$ cat config.mk
export PLATFORM = sky130hd
export DESIGN_NAME = regfile_p
export DESIGN_NICKNAME = d
export VERILOG_FILES = /design/src/rtl/regfile_p_pkg.sv /design/src/rtl/regfile_clr_seq.sv /design/src/rtl/regfile_p.sv
export SDC_FILE = /design/constraint.sdc
export NUM_CORES = 2
export LEC_CHECK = 0
export BUFFER_PORTS_ARGS = -buffer_cell sky130_fd_sc_hd__buf_4
export CORE_ASPECT_RATIO = 1.25
export CORE_MARGIN = 2
export CORE_UTILIZATION = 40
export DETAILED_ROUTE_END_ITERATION = 12
export PLACE_DENSITY = 0.58
export SLEW_MARGIN = 20
export SYNTH_ARGS = -nofsm -noshare
export SYNTH_HDL_FRONTEND = slang
export SYNTH_HIERARCHICAL = 1
export SYNTH_SLANG_ARGS = --single-unit
export TNS_END_PERCENT = 20
$ cat constraint.sdc
create_clock -name clk -period 57.9 [get_ports clk]
set_input_delay 17.37 -clock clk [delete_from_list [all_inputs] [get_ports clk]]
set_output_delay 17.37 -clock clk [all_outputs]
set_load 0.01 [all_outputs]
$ cat src/rtl/regfile_p_pkg.sv
// Shared definitions for the regfile_p register file.
// Holds the clear-sequencer state encoding and the default parameter values
// used by regfile_p and regfile_clr_seq.
package regfile_p_pkg;

  // Clear-sequencer states: IDLE accepts port writes, CLEAR sweeps the array.
  typedef enum logic {
    IDLE  = 1'b0,
    CLEAR = 1'b1
  } clr_state_t;

  localparam int DEF_DATA_W  = 32;
  localparam int DEF_ADDR_W  = 4;
  localparam int DEF_SP_IDX  = 14;
  localparam int DEF_ZERO_R0 = 0;

endpackage : regfile_p_pkg

$ cat src/rtl/regfile_clr_seq.sv
// Clear sequencer for regfile_p.
// On a clr request in IDLE it walks an index counter from 0 to NREGS-1, one
// register per cycle, then returns to IDLE. clr requests during a sweep are
// ignored.
//
// Ports:
//   clk      rising-edge clock
//   rst      asynchronous active-high reset (forces IDLE, counter 0)
//   clr      request to start a sweep (sampled in IDLE only)
//   busy     high while a sweep is in progress
//   clr_en   strobe: zero register clr_idx on the next edge
//   clr_idx  index of the register being cleared this cycle
module regfile_clr_seq
  import regfile_p_pkg::*;
#(
  parameter int ADDR_W = DEF_ADDR_W
) (
  input  logic              clk,
  input  logic              rst,
  input  logic              clr,
  output logic              busy,
  output logic              clr_en,
  output logic [ADDR_W-1:0] clr_idx
);

  clr_state_t        state, state_nxt;
  logic [ADDR_W-1:0] cnt, cnt_nxt;

  // NOTE: sequential state uses non-blocking assignments so every flop
  // samples the pre-edge value of every other flop.
  always_ff @(posedge clk or posedge rst) begin
    if (rst) begin
      state <= IDLE;
      cnt   <= '0;
    end else begin
      state <= state_nxt;
      cnt   <= cnt_nxt;
    end
  end

  // NOTE: defaults first so no path through the case leaves an output
  // unassigned, which would otherwise infer a latch.
  always_comb begin
    state_nxt = state;
    cnt_nxt   = cnt;
    case (state)
      IDLE: begin
        if (clr) state_nxt = CLEAR;
      end
      CLEAR: begin
        // The counter wraps naturally from all-ones back to zero, which
        // leaves it ready for the next sweep.
        cnt_nxt = cnt + 1'b1;
        if (cnt == '1) state_nxt = IDLE;
      end
      default: begin
        state_nxt = IDLE;
        cnt_nxt   = '0;
      end
    endcase
  end

  assign busy    = (state == CLEAR);
  assign clr_en  = busy;
  assign clr_idx = cnt;

endmodule : regfile_clr_seq

$ cat src/rtl/regfile_p.sv
// Multi-ported register file with write-to-read bypass, an exported
// stack-pointer register and a background clear sweep.
//
// Ports:
//   clk       rising-edge clock
//   rst       asynchronous active-high reset; zeroes every register
//   we/wa/wd  write enable, index and data (ignored while busy or in reset)
//   ra1/rd1   read port 1 index / combinational data
//   ra2/rd2   read port 2 index / combinational data
//   rsp       stored contents of register SP_IDX (no bypass)
//   clr       request a clear sweep of the whole array
//   busy      high while the clear sweep runs
module regfile_p
  import regfile_p_pkg::*;
#(
  parameter int DATA_W  = DEF_DATA_W,
  parameter int ADDR_W  = DEF_ADDR_W,
  parameter int SP_IDX  = DEF_SP_IDX,
  parameter int ZERO_R0 = DEF_ZERO_R0
) (
  input  logic              clk,
  input  logic              rst,
  input  logic              we,
  input  logic [ADDR_W-1:0] wa,
  input  logic [DATA_W-1:0] wd,
  input  logic [ADDR_W-1:0] ra1,
  input  logic [ADDR_W-1:0] ra2,
  output logic [DATA_W-1:0] rd1,
  output logic [DATA_W-1:0] rd2,
  output logic [DATA_W-1:0] rsp,
  input  logic              clr,
  output logic              busy
);

  localparam int                NREGS = 2 ** ADDR_W;
  localparam logic [ADDR_W-1:0] SP_A  = ADDR_W'(SP_IDX);

  logic [DATA_W-1:0] regs [NREGS];
  logic              clr_en;
  logic [ADDR_W-1:0] clr_idx;
  logic              wr_acc;
  logic              wa_zero, ra1_zero, ra2_zero;

  regfile_clr_seq #(
    .ADDR_W (ADDR_W)
  ) u_clr_seq (
    .clk     (clk),
    .rst     (rst),
    .clr     (clr),
    .busy    (busy),
    .clr_en  (clr_en),
    .clr_idx (clr_idx)
  );

  // Register 0 is hardwired to zero only in the ZERO_R0 configuration.
  assign wa_zero  = (ZERO_R0 != 0) && (wa  == '0);
  assign ra1_zero = (ZERO_R0 != 0) && (ra1 == '0);
  assign ra2_zero = (ZERO_R0 != 0) && (ra2 == '0);

  // A port write lands only in IDLE and outside reset; the same term gates
  // the bypass, so reads never forward data that will not be stored.
  assign wr_acc = we && !busy && !rst && !wa_zero;

  // NOTE: the array is reset because a clean all-zero state after reset is
  // part of this block's contract; storage without that need would be left
  // unreset.
  always_ff @(posedge clk or posedge rst) begin
    if (rst) begin
      for (int i = 0; i < NREGS; i++) regs[i] <= '0;
    end else begin
      // Port writes and sweep clears are mutually exclusive because wr_acc
      // is blocked while busy.
      if (wr_acc) regs[wa]      <= wd;
      if (clr_en) regs[clr_idx] <= '0;
    end
  end

  assign rd1 = ra1_zero                  ? '0 :
               (wr_acc && (wa == ra1))   ? wd : regs[ra1];
  assign rd2 = ra2_zero                  ? '0 :
               (wr_acc && (wa == ra2))   ? wd : regs[ra2];

  assign rsp = regs[SP_A];

endmodule : regfile_p

* Word level (Yosys, flattened, before mapping)
Cells that the tools add are included.
Storage, ports and cells: output and inout port bits 97, logic and storage cells 61, bits in registers 517
Cells by class: bitwise gates (word level) 7, eq/ne operators 3, add/subtract/negate cells 1, reductions and logical operators 8, $lt $le $gt $ge 6, multiplexer cells 18
Operators by type and width (number):
- 2-to-1 mux 512 bit | 2
- bitwise AND 512 bit | 1
- bitwise mux 512 bit | 1
- NOT 512 bit | 1
- binary-select mux 32 bit (select 4 bit) | 2
- demux 32 bit (select 4 bit) | 2
- 2-to-1 mux 32 bit | 8
- >= comparator 5 bit (second input constant) | 4
- NOT 4 -> 5 bit | 4
- < comparator 5 x 1 -> 1 bit (second input constant) | 2
- == test 4 bit | 2
- logical AND 1 bit | 6
- adder 4 x 1 -> 4 bit (second input constant) | 1
- == test 4 bit (second input constant) | 1
- zero test 1 bit | 2
- 2-to-1 mux 1 bit | 2
- one-hot mux 1 bit (2 select lines) | 1
- NOT 1 bit | 1

* Depth between registers and ports, before layout
word-level depth 9, depth in mapped cells 7, depth with buffers taken out 4

* By module
The synthesis kept the hierarchy.
Modules (own cells, without submodules):
- regfile_p | cells each 2995, area an instance 29099.2 µm², times used 1, sequential area each 12812.3 µm²
- regfile_clr_seq | cells each 16, area an instance 209.0 µm², times used 1, sequential area each 125.1 µm²

* Least setup slack after synthesis
Ideal clock, no wire load.
kind in2out, from input port ra1[0], to output port rd1[26], setup slack 21511 ps, arrival time 19019 ps, required time 40530 ps, buffers on the path 3, stages 7, cell sequence clkbuf_1 -> buf_2 -> buf_2 -> mux4_2 -> a22oi_1 -> nand2_1 -> mux2_2
Between the ends: cells in the longest elaborated chain, start to end 5, elaborated cells on any way between the ends 7
RTL lines:
- start: declaration | line regfile_p.sv:26 | input logic [ADDR_W-1:0] ra1,
- NOT 4 -> 5 bit (not written as such) | line regfile_p.sv:79 | (wr_acc && (wa == ra1)) ? wd : regs[ra1];
- binary-select mux 32 bit (select 4 bit) | line regfile_p.sv:79
- 2-to-1 mux 32 bit (not written as such) (2 in a row) | line regfile_p.sv:79
- 2-to-1 mux 32 bit (*) | line regfile_p.sv:79
- end: declaration | line regfile_p.sv:28 | output logic [DATA_W-1:0] rd1,
Every way passes the cells marked *; elsewhere a longest branch is shown, timed or not. The select of a mux whose other input is x is not followed.

* Worst setup path after layout
from input port ra1[1], to output port rd1[0]
The elaborated chain is that of the path after synthesis.

==> flow_summary.ini <==
[logic_synthesis]
syn_area_sq_um = 29300
yosys-top-cells-area = dfrtp_1 44%, mux4_2 20%, nand2_1 14%, a21oi_1 8.7%, a22oi_1 3.2%
yosysSeqAreaShare_pct = 44.1
avgSynthCellArea_sq_um = 9.73
ys_warn_count = 6
yosysTopAreaCell = dfrtp_1
ys_ff_latch = 517
syn-instance-count = 3011
synth.distinct_cells = 36
synth_top_area_share_pct = 44.1
syn_nets = 3060

[critical_path]
cpMostUsedCell = buf_4
critPathMaxFanout = 84
cp-start-kind = input port
crit_arrival_ps = 20520
critPathTopFamily = buffers and inverters
cp.required_ps = 40530
cp_slowest_cell = buf_4
crit_path_end_kind = output pin
worstSetupPathType = in2out
cp_cell_sequence = buf_6 > buf_4 > xor2_1 > nor4_4 > buf_4 > mux2_2 > buf_4
slowest_delay_ps = 800
crit_buf_inv = 4

[power]
internal_power_mw = 0.680
peakVddDrop_mv = 0.0231
p_sw_mw = 0.341
p_sw_share_pct = 33.4
pwr-share-seq_pct = 43.1
total_power_mw = 1.02
p_clk_share_pct = 34.3
pwr-share-comb_pct = 22.6
p_leak_nw = 13.6
power_density_nw_per_um2 = 31.3

[floorplan]
core_area_sq_um = 72300
die_y_um = 307
placementRows = 110
start_util_pct = 40.6
die_area_sq_um = 75500
ioPinCount = 145
fp.dieW_um = 246

[clock_network]
cts_buffers = 54
clock-root-buffer = clkbuf_16
clock-sinks = 517
cts_setup_buffers = 0
worstSkewPairLatency_ps = 630
cts_resized = 0
clk_pin_slew_worst_paths_ps = 60
h-tree-depth = 2
clock_path_buffers = 3
cts_hold_buf = 0
cts_tree = yes

[global_routing]
grt_pass1_vias = 25700
grtUsageTotal_pct = 31.5
busiest_layer = met2
grt-ovfl-total = 0
grt_util_met2_pct = 49.6
antenna_found_initial = 4
grtUsageMet3_pct = 7.73
grt_max_degree = 179
grt_pass1_wl_um = 173000
use_met1_pct = 38.0

[sta]
fmax_ghz = 0.0264
max_slew_margin_pct = 21.9
period_minus_slack_ps = 37890
hold_violations = 0
fin_setup_tns_ps = 0
worst_pin_slew_ps = 1170
clock_skew_ps = 25.1
grt_setup_unrepaired = no
final_max_slew_viol_count = 0
whs_ps = 538
finalWorstSetupSlack_ps = 20010
period_share_pct = 65.4
setup_viol = 0

[route]
first_iter_violations = 3350
final_antenna_net_count = 0
avgViaCountPerCell = 6.45
wire_per_inst_um = 30.2
dr.pass1.iters = 8
num_vias = 25400
drc = 0
wirelength_um = 119000

[cells_and_area]
layout-drive-gt1-share_pct = 23.6
ff_latch_area_sq_um = 12900
area_growth_pct = 11.5
multiInputGateArea_sq_um = 15100
instances_no_fill = 3934
fin_nets = 2986
fillers = 6724

[placement]
place_ws_ps = 20150
dp.final_hpwl_um = 69900
gp_congestion = 0.874
io_buffers = 144
dpl.cell_count = 3831

[hold_path]
hold_path.class = reg2reg

[job]
maxCapViolCount = 0

[outcome]
status = finished, final reports clean
stage by stage:
stage	util, %	area, sq um
global route	45.2	32700
floorplan	-	29300
detailed placement	42.7	30900
global placement	42.7	30900
finish	45.2	32700
CTS	45.1	32600
power groups by stage:
stage	clock (mW)	combinational [mW]	sequential [mW]
2_1_floorplan	0	0.143	0.430
3_3_place_gp	0	0.221	0.440
6_report	0.351	0.230	0.440
3_5_place_dp	0	0.225	0.445
4_1_cts	0.354	0.226	0.438
5_1_grt	0.367	0.242	0.444
cell families after synthesis:
group / count (synthesis) / share of synthesized area, %
buffers and inverters: 353 / 5.48
AOI/OAI and AO/OA: 639 / 12.0
muxes: 322 / 22.2
adders and majority gates: 1 / 0.0427
xor gates and xnor gates: 11 / 0.329
DFF: 517 / 44.1
and+or+nand+nor: 1168 / 15.8
worst paths after layout:
check / startpoint / end / slack [ps] / depth (start not counted)
setup / recovery: ra1[1] / rd1[0] / 20010 / 7
hold / removal: regs[315] / regs[315] / 540 / 2
setup reg to reg: u_clr_seq/busy / regs[226] / 54330 / 5
hold reg to reg: regs[315] / regs[315] / 540 / 2
max in group asynchronous: rst / rsp[31] / 38860 / 4
min in group asynchronous: rst / u_clr_seq/clr_idx[1] / 16780 / 2
flip-flops by register name (all words and copies together), names as in the netlist:
register	cells
u_clr_seq/clr_idx	4
regs	480
rsp	32
u_clr_seq/busy	1
synthesized netlist by cell type:
master and count:
a21oi_1 512, mux2_2 65, or4b_1 1, nor2b_1 6, nand2b_1 4, buf_6 7, and2_1 1, nand2_1 1072
a22oi_1 126, nand2_2 20, nand4bb_1 1, ha_1 1, and3_1 4, buf_1 18, nand3b_1 2, dfrtp_1 517
nor3_1 10, inv_1 3, nor4b_2 1, nor2_1 16, nor3_2 6, clkbuf_1 222, xor2_1 7, buf_4 40
or3b_2 1, xnor2_1 4, nor3b_1 1, nand3_1 13, nor4_2 2, a41oi_1 1, and2_0 1, mux4_2 257
or3_1 4, buf_2 63, nand4_1 1, nor4bb_1 1
worst reg2reg max path, stage by stage, from the launching register on:
cell and delay, ps:
dfrtp_1 690, nor4b_2 960, and3_1 990, buf_4 540
nand2_1 130, a21oi_1 170
per-layer routing:
metal,vias up,wire [um]
met1,12700,40000
met2,1830,55600
met3,523,13500
li1,10300,-
met4,4,9440
met5,-,26
placed cells by master, fill, tap and decap left out, types with 8 or more instances in the layout:
cell and count:
clkbuf_1 9, mux2_2 65, nand3_2 8, nor3_2 9
dfrtp_1 517, mux4_2 257, a21oi_1 512, clkbuf_8 13
nor2_4 14, nand2_2 20, nand2_1 1072, a22oi_1 126
clkinv_2 17, clkbuf_16 55, buf_4 211
final cells by class:
cell class              instances  share of cell area, %
inverters                       3                 0.0575
diodes                          2                 0.0153
flip-flops and latches        517                   39.6
repair buffers                220                   5.25
well taps                     952                   3.65
multi-input cells            2141                   46.1
clock inverters                22                  0.460
clock buffers                  77                   4.86
Note: power is estimated with default switching activity, not from simulation.
